==> config.mk <==
export PLATFORM = sky130hd
export DESIGN_NAME = iff_event_counter
export DESIGN_NICKNAME = d
export VERILOG_FILES = /design/src/rtl/iff_event_pkg.sv /design/src/rtl/iff_event_chan.sv /design/src/rtl/iff_event_counter.sv
export SDC_FILE = /design/constraint.sdc
export NUM_CORES = 1
export LEC_CHECK = 0
export CAP_MARGIN = 20
export CORE_ASPECT_RATIO = 1.1
export CORE_MARGIN = 4
export CORE_UTILIZATION = 60
export CTS_CLUSTER_DIAMETER = 60
export DETAILED_ROUTE_END_ITERATION = 8
export DONT_BUFFER_PORTS = 1
export HOLD_SLACK_MARGIN = 0.08
export PLACE_DENSITY = 0.74
export SLEW_MARGIN = 5
export SYNTH_ARGS = -nofsm -noshare
export SYNTH_HDL_FRONTEND = slang
export SYNTH_HIERARCHICAL = 1
export SYNTH_SLANG_ARGS = --single-unit
export TNS_END_PERCENT = 100
==> constraint.sdc <==
create_clock -name clk -period 3.9 [get_ports clk]
set_input_delay 0.39 -clock clk [delete_from_list [all_inputs] [get_ports clk]]
set_output_delay 0.39 -clock clk [all_outputs]
set_load 0.02 [all_outputs]
==> src/rtl/iff_event_pkg.sv <==
// Shared types and helpers for the qualified event counter.
// Latency: n/a (package only).
// Backpressure: n/a (package only).
//
// Contents:
//   edge_sel_e  - per-channel edge mode encoding
//   CW_MIN/MAX  - legal counter width range
//   NCH_MIN/MAX - legal channel count range
//   cnt_max()   - largest value a CW-bit counter can hold
package iff_event_pkg;

   typedef enum logic [1:0] {
      EDGE_NONE = 2'b00,
      EDGE_RISE = 2'b01,
      EDGE_FALL = 2'b10,
      EDGE_BOTH = 2'b11
   } edge_sel_e;

   localparam int CW_MIN  = 2;
   localparam int CW_MAX  = 32;
   localparam int NCH_MIN = 1;
   localparam int NCH_MAX = 32;

   // Terminal count of a cw-bit counter. A 32-bit counter is handled
   // separately so the shift never runs off the end of a 32-bit word.
   function automatic logic [31:0] cnt_max(input int unsigned cw);
      if (cw >= 32)
         cnt_max = 32'hFFFF_FFFF;
      else
         cnt_max = (32'd1 << cw) - 32'd1;
   endfunction

endpackage

==> src/rtl/iff_event_chan.sv <==
// One event channel: edge detect, en qualification, count, toggle, sticky overflow.
// Latency: 1 cycle from the qualifying edge to the cnt/tog/evt_vld/ovf update.
// Backpressure: none; every qualified event is taken in the cycle it occurs.
//
// Ports:
//   clk, rst  - clock and synchronous active-high reset
//   ev        - sampled event input
//   en        - qualifier, only looked at in the cycle the edge is seen
//   edge_sel  - EDGE_NONE / EDGE_RISE / EDGE_FALL / EDGE_BOTH
//   clr       - synchronous clear of cnt and ovf
//   cnt       - qualified event count
//   tog       - inverts on every qualified event
//   evt_vld   - one-cycle pulse after a qualified event
//   ovf       - sticky overflow
//
// Config: define IFF_EVENT_COUNTER_SAT_EN to saturate at the terminal count
// instead of wrapping to zero.
module iff_event_chan
   import iff_event_pkg::*;
#(
   parameter int CW = 8
) (
   input  logic          clk,
   input  logic          rst,
   input  logic          ev,
   input  logic          en,
   input  logic [1:0]    edge_sel,
   input  logic          clr,
   output logic [CW-1:0] cnt,
   output logic          tog,
   output logic          evt_vld,
   output logic          ovf
);

   localparam logic [31:0]   CNT_MAX32 = cnt_max(CW);
   localparam logic [CW-1:0] CNT_MAX   = CNT_MAX32[CW-1:0];

   logic      ev_q;
   logic      rise;
   logic      fall;
   logic      edge_hit;
   logic      hit;
   edge_sel_e mode;

   assign mode = edge_sel_e'(edge_sel);
   assign rise = ev & ~ev_q;
   assign fall = ~ev & ev_q;

   // Mode is applied combinationally, so a change of edge_sel only
   // re-selects which edge is watched; it never manufactures one.
   always_comb begin
      edge_hit = 1'b0;
      case (mode)
         EDGE_NONE: edge_hit = 1'b0;
         EDGE_RISE: edge_hit = rise;
         EDGE_FALL: edge_hit = fall;
         EDGE_BOTH: edge_hit = rise | fall;
         default:   edge_hit = 1'b0;
      endcase
   end

   assign hit = edge_hit & en;

   always_ff @(posedge clk) begin
      // ev_q tracks ev even in reset so a level held through reset
      // looks like a steady level, not an edge, on the first cycle out.
      ev_q <= ev;
      if (rst) begin
         cnt     <= '0;
         tog     <= 1'b0;
         evt_vld <= 1'b0;
         ovf     <= 1'b0;
      end else begin
         evt_vld <= hit;
         if (hit)
            tog <= ~tog;
         // clr wins over a coincident event for cnt/ovf only; tog and
         // evt_vld still report the event above.
         if (clr) begin
            cnt <= '0;
            ovf <= 1'b0;
         end else if (hit) begin
            if (cnt == CNT_MAX) begin
               ovf <= 1'b1;
`ifdef IFF_EVENT_COUNTER_SAT_EN
               cnt <= cnt;
`else
               cnt <= '0;
`endif
            end else begin
               cnt <= cnt + CW'(1);
            end
         end
      end
   end

endmodule

==> src/rtl/iff_event_counter.sv <==
// Bank of NCH independent qualified edge counters, one iff_event_chan each.
// Latency: 1 cycle from qualifying edge to updated outputs.
// Backpressure: none; all channels accept an event every cycle.
//
// Ports:
//   clk, rst  - clock and synchronous active-high reset
//   ev[NCH]   - event inputs
//   en[NCH]   - per-channel qualifiers
//   edge_sel  - 2 bits per channel, channel i at [2*i +: 2]
//   clr[NCH]  - per-channel clear of count and overflow
//   cnt       - CW bits per channel, channel i at [i*CW +: CW]
//   tog, evt_vld, ovf - 1 bit per channel
//
// Config: IFF_EVENT_COUNTER_SAT_EN selects saturating counters (default wraps).
module iff_event_counter
   import iff_event_pkg::*;
#(
   parameter int NCH = 4,
   parameter int CW  = 8
) (
   input  logic              clk,
   input  logic              rst,
   input  logic [NCH-1:0]    ev,
   input  logic [NCH-1:0]    en,
   input  logic [2*NCH-1:0]  edge_sel,
   input  logic [NCH-1:0]    clr,
   output logic [NCH*CW-1:0] cnt,
   output logic [NCH-1:0]    tog,
   output logic [NCH-1:0]    evt_vld,
   output logic [NCH-1:0]    ovf
);

   for (genvar i = 0; i < NCH; i++) begin : g_chan
      iff_event_chan #(
         .CW (CW)
      ) u_chan (
         .clk      (clk),
         .rst      (rst),
         .ev       (ev[i]),
         .en       (en[i]),
         .edge_sel (edge_sel[2*i +: 2]),
         .clr      (clr[i]),
         .cnt      (cnt[i*CW +: CW]),
         .tog      (tog[i]),
         .evt_vld  (evt_vld[i]),
         .ovf      (ovf[i])
      );
   end

endmodule

# == Word-level counts from Yosys, hierarchy flattened ==
# Cells that the tools add are included.
# totals
reg_bits,48
in_bits,22
output_inout_bits,44
elab_cells,88
# classes
addsub,4
n_eq_ne,16
n_mux,8
n_bitwise,28
reduce_logical,12
# ops
cell,n
$add A8 B1 Y8 const B,4
$eq A8 B8 Y1 const B,4
$mux W8,4
$eq A2 B2 Y1 const B,8
$pmux W1 S4,4
$and A1 B1 Y1,12
$not A1 Y1,12
$eq A2 B1 Y1 const B,4
$logic_not A2 Y1,4
$reduce_and A2 Y1,4
$reduce_or A2 Y1,4
$or A1 B1 Y1,4

# == Depth between registers and ports, before layout ==
# logic_depth
ltp_word,6
mapped_depth,8
mapped_depth_nobuf,7

# == Cells and area by module ==
# The synthesis kept the hierarchy.
# modules_own_cells
module,n_inst,cells_each,area_each_um2,seq_area_each_um2
iff_event_chan,4,65,581.8,240.2

# == Worst setup path after synthesis ==
# No wires, ideal clock.
# synth_path
kind,input to register
start,input ev[0]
end,register g_chan[0].u_chan.cnt[5]
t_arrival_ns,1.684
path_slack_ns,2.146
cell_stages,7
path_buffers,0
path_cell_list,inv_1 > ha_1 > and2b_1 > o21ai_2 > a21o_1 > or4_1 > a21oi_1
# synth_via
elab_chain_cells,5
# synth_lines
element,line,text
start: declaration,iff_event_counter.sv:23,"input logic [NCH-1:0] ev,"
$not A1 Y1,iff_event_chan.sv:47,assign fall = ~ev & ev_q;
$and A1 B1 Y1,iff_event_chan.sv:47,
$or A1 B1 Y1,iff_event_chan.sv:57,EDGE_BOTH: edge_hit = rise | fall;
$pmux W1 S4 (*),iff_event_chan.sv:53,case (mode)
$and A1 B1 Y1 (*),iff_event_chan.sv:62,assign hit = edge_hit & en;
end signal: assignment,iff_event_chan.sv:91,cnt <= cnt + CW'(1);
end: declaration,iff_event_chan.sv:29,"output logic [CW-1:0] cnt,"
# Every way passes the cells marked *; elsewhere a longest branch is shown, timed or not.
# A chain may end at the register's enable or synchronous reset.

# == Final worst setup path ==
# layout_path
start,register g_chan[3].u_chan.ev_q
end,register g_chan[3].u_chan.cnt[5]
# layout_via
elab_chain_cells,5
# layout_lines
element,line,text
start: declaration,iff_event_chan.sv:38,logic ev_q;
start signal: assignment,iff_event_chan.sv:67,ev_q <= ev;
$not A1 Y1,iff_event_chan.sv:46,assign rise = ev & ~ev_q;
$and A1 B1 Y1,iff_event_chan.sv:46,
$or A1 B1 Y1,iff_event_chan.sv:57,
$pmux W1 S4 (*),iff_event_chan.sv:53,
$and A1 B1 Y1 (*),iff_event_chan.sv:62,
end signal: assignment,iff_event_chan.sv:91,
end: declaration,iff_event_chan.sv:29,
# Marks and branches as above.

==> flow_summary_export.csv <==
group,metric,value,unit
placed_design,gp_congestion,0.789,
timing,fin_worst_skew,5.61,ps
synthesis,ys.warnings.count,6,
route,route.met2.wl,2.03,mm
flow_run,cap_viol_max_count,0,
placed_design,dp_hpwl,3.37,mm
route,vias,1819,
timing,finalHoldViolCount,0,
placed_design,io_buffer_count,0,
clock_network,root_buffer,"clkbuf_8",
clock_network,clk_latency,300,ps
finish,fin_area,2430,um2
worst_setup_path,worstPathRequired,4130,ps
worst_setup_path,arrival,2070,ps
floorplanning,die_x,67.4,um
clock_network,path_clk_slew,80,ps
finish,drive_gt1_share,8.53,%
timing,max_freq,0.544,GHz
finish,utilization,65.9,%
timing,slew_headroom,73.4,%
clock_network,postCtsSetupRepairBufs,0,
global_routing,grt_pass1_vias,1724,
clock_network,cts_resized,0,
global_routing,grt_use_total,19.5,%
clock_network,cts.sinks,48,
placed_design,dp_cells,302,
timing,period_minus_slack,1840,ps
timing,holdWs,113,ps
route,wirelength,4.45,mm
finish,final_cells,308,
synthesis,synth_nets,294,
finish,fillers,315,
route,ant_nets,0,
status,status,"finished clean",
clock_network,cts_buffer_depth,2,
route,routed.top_layer,"met4",
timing,setup_viol,0,
worst_setup_path,critical_path_class,"register to register",
min_path,hp-class,"input pin to register",
timing,timing.final.crit_share,47.1,%
synthesis,syn_area_per_cell,8.95,um2
timing,rsz0062_at_grt,"false",
timing,setup_slack,2060,ps
floorplanning,dieArea,4940,um2
pwr,p_total,0.892,mW
worst_setup_path,cp-start-kind,"register",
route,drt-pass1-iter-count,4,
finish,antenna_cells,0,
finish,final_nets,293,
floorplanning,die_y,73.3,um
placed_design,dp_worst_setup_slack,1960,ps
route,routed_via_density,5.91,
floorplanning,rows,23,
worst_setup_path,critPathCaptureType,"register",
worst_setup_path,crit_fanout,11,
route,drc,0,
timing,tns,0,ps
route,first_iter_violations,94,
floorplanning,initial_core_util,63.2,%
clock_network,cts_hold_buf,0,
timing,slew_viol_final,0,
global_routing,antenna_found_initial,0,
route,wl_per_cell,14.5,um
floorplanning,io-pin-count,66,
synthesis,synth_cells,260,
floorplanning,coreArea,3680,um2
pwr,p_leak,0.819,nW
min_path,whs_path_depth,0,
clock_network,cts.htree.levels,2,
worst_setup_path,reg2regPathDepth,6,
global_routing,grt_pass1_wl,7.49,mm
global_routing,grt_max_degree,17,
route,drt-met1-wl,1.92,mm
pwr,ir_drop,0.225,mV
synthesis,synth_seq_cells,48,
placed_design,place_area,2330,um2
synthesis,synth_area,2330,um2
finish,syn2layout_area_growth,4.35,%
route,wl_met3,415,um
timing,tightestPinTransition,397,ps
synthesis,synth_seq_area_share,41.3,%
clock_network,cts_tree,"done",
synthesis,synth.distinct_cells,31,
global_routing,grt_overflow,0,
pwr,power.density,367,nW/um2
clock_network,numCtsBuffers,5,
[worst max-delay path, stage by stage (launching register included)]
cell	delay (ps)
dfxtp_1	320
ha_1	260
and2b_1	200
o21ai_2	70
a21o_1	270
or4_1	500
a21oi_1	150
[power by group]
group | internal (mW) | switching (mW) | total (mW)
sequential | 0.498 | 0.0137 | 0.511
clock | 0.184 | 0.151 | 0.335
combinational | 0.0215 | 0.0239 | 0.0454
[layer usage]
layer,global-route usage (%),vias up
met2,31.3,53
met4,9.01,0
met1,23.3,833
met3,6.73,7
met5,0,-
li1,-,926
[area by class of cell]
class | instances | area [um2] | area share, %
Clock buffer | 5 | 68.8 | 2.83
Clock inverter | 1 | 30.0 | 1.24
Inverter | 8 | 30.0 | 1.24
Multi-Input combinational cell | 196 | 1280 | 52.6
Sequential cell | 48 | 961 | 39.6
Tap cell | 50 | 62.6 | 2.58
[placed cells by master (no fill, tap or decap), drive strengths merged, types with 5 or more instances in the layout]
| cell type | netlist | layout |
|---|---|---|
| dfxtp | 48 | 48 |
| nand2 | 32 | 32 |
| nor2 | 24 | 24 |
| a21oi | 12 | 12 |
| ha | 12 | 12 |
| o21ai | 12 | 12 |
| inv | 8 | 8 |
| nor2b | 8 | 8 |
| xnor2 | 8 | 8 |
| o21a | 8 | 8 |
| o211ai | 8 | 8 |
| o41ai | 8 | 8 |
| clkbuf | 4 | 5 |
[cells in the mapped netlist]
| cell | n | share of area [%] |
|---|---|---|
| a21oi_1 | 12 | 2.6 |
| a31oi_1 | 4 | 1.1 |
| nor3_1 | 4 | 0.86 |
| xnor2_1 | 8 | 3.0 |
| o41ai_1 | 8 | 3.0 |
| nor4_1 | 4 | 1.1 |
| o31ai_1 | 4 | 1.3 |
| clkbuf_1 | 4 | 0.64 |
| o21ai_0 | 8 | 1.7 |
| o21ai_2 | 4 | 1.5 |
| nand2_1 | 32 | 5.2 |
| a21o_1 | 4 | 1.3 |
| ha_1 | 12 | 6.5 |
| a21boi_2 | 4 | 1.9 |
| or2_2 | 4 | 1.1 |
| nand3b_1 | 4 | 1.3 |
| nand3_1 | 4 | 0.86 |
| a31o_2 | 4 | 1.5 |
| buf_6 | 4 | 1.9 |
| nor2_1 | 24 | 3.9 |
| o211ai_1 | 8 | 2.6 |
| and2b_1 | 4 | 1.3 |
| or4_1 | 4 | 1.3 |
| nor2b_1 | 8 | 2.2 |
| mux2i_1 | 4 | 1.7 |
| o21a_1 | 8 | 2.6 |
| inv_1 | 8 | 1.3 |
| and2_1 | 4 | 1.1 |
| dfxtp_1 | 48 | 41 |
| o31a_1 | 4 | 1.5 |
| or3_1 | 4 | 1.1 |
[final timing paths]
kind                            slack (ps)                    start                       to
worst min-delay path                   110                    ev[3]    g_chan[3].u_chan/ev_q
worst max register to register        2060    g_chan[3].u_chan/ev_q  g_chan[3].u_chan/cnt[5]
worst min register to register         610  g_chan[3].u_chan/cnt[4]  g_chan[3].u_chan/cnt[4]
worst max-delay path                  2060    g_chan[3].u_chan/ev_q  g_chan[3].u_chan/cnt[5]
[flip-flops by register name, indices dropped and copies added (netlist names)]
name / count
g_chan.u_chan/ovf: 4
g_chan.u_chan/cnt: 32
g_chan.u_chan/ev_q: 4
g_chan.u_chan/tog: 4
g_chan.u_chan/evt_vld: 4
[cell families (layout without fill, tap and decap cells)]
logic type               Yosys count  count (layout)  synth area share, %
AO/OA/AOI/OAI                     72              72                 22.6
XOR/XNOR                           8               8                 3.01
adder cells (fa/ha/maj)           12              12                 6.45
buffers and inverters             16              14                 3.87
flip-flops                        48              48                 41.3
multiplexers                       4               4                 1.72
AND/OR/NAND/NOR                  100             100                 21.1
No activity file was read; power rests on OpenSTA's default activity.
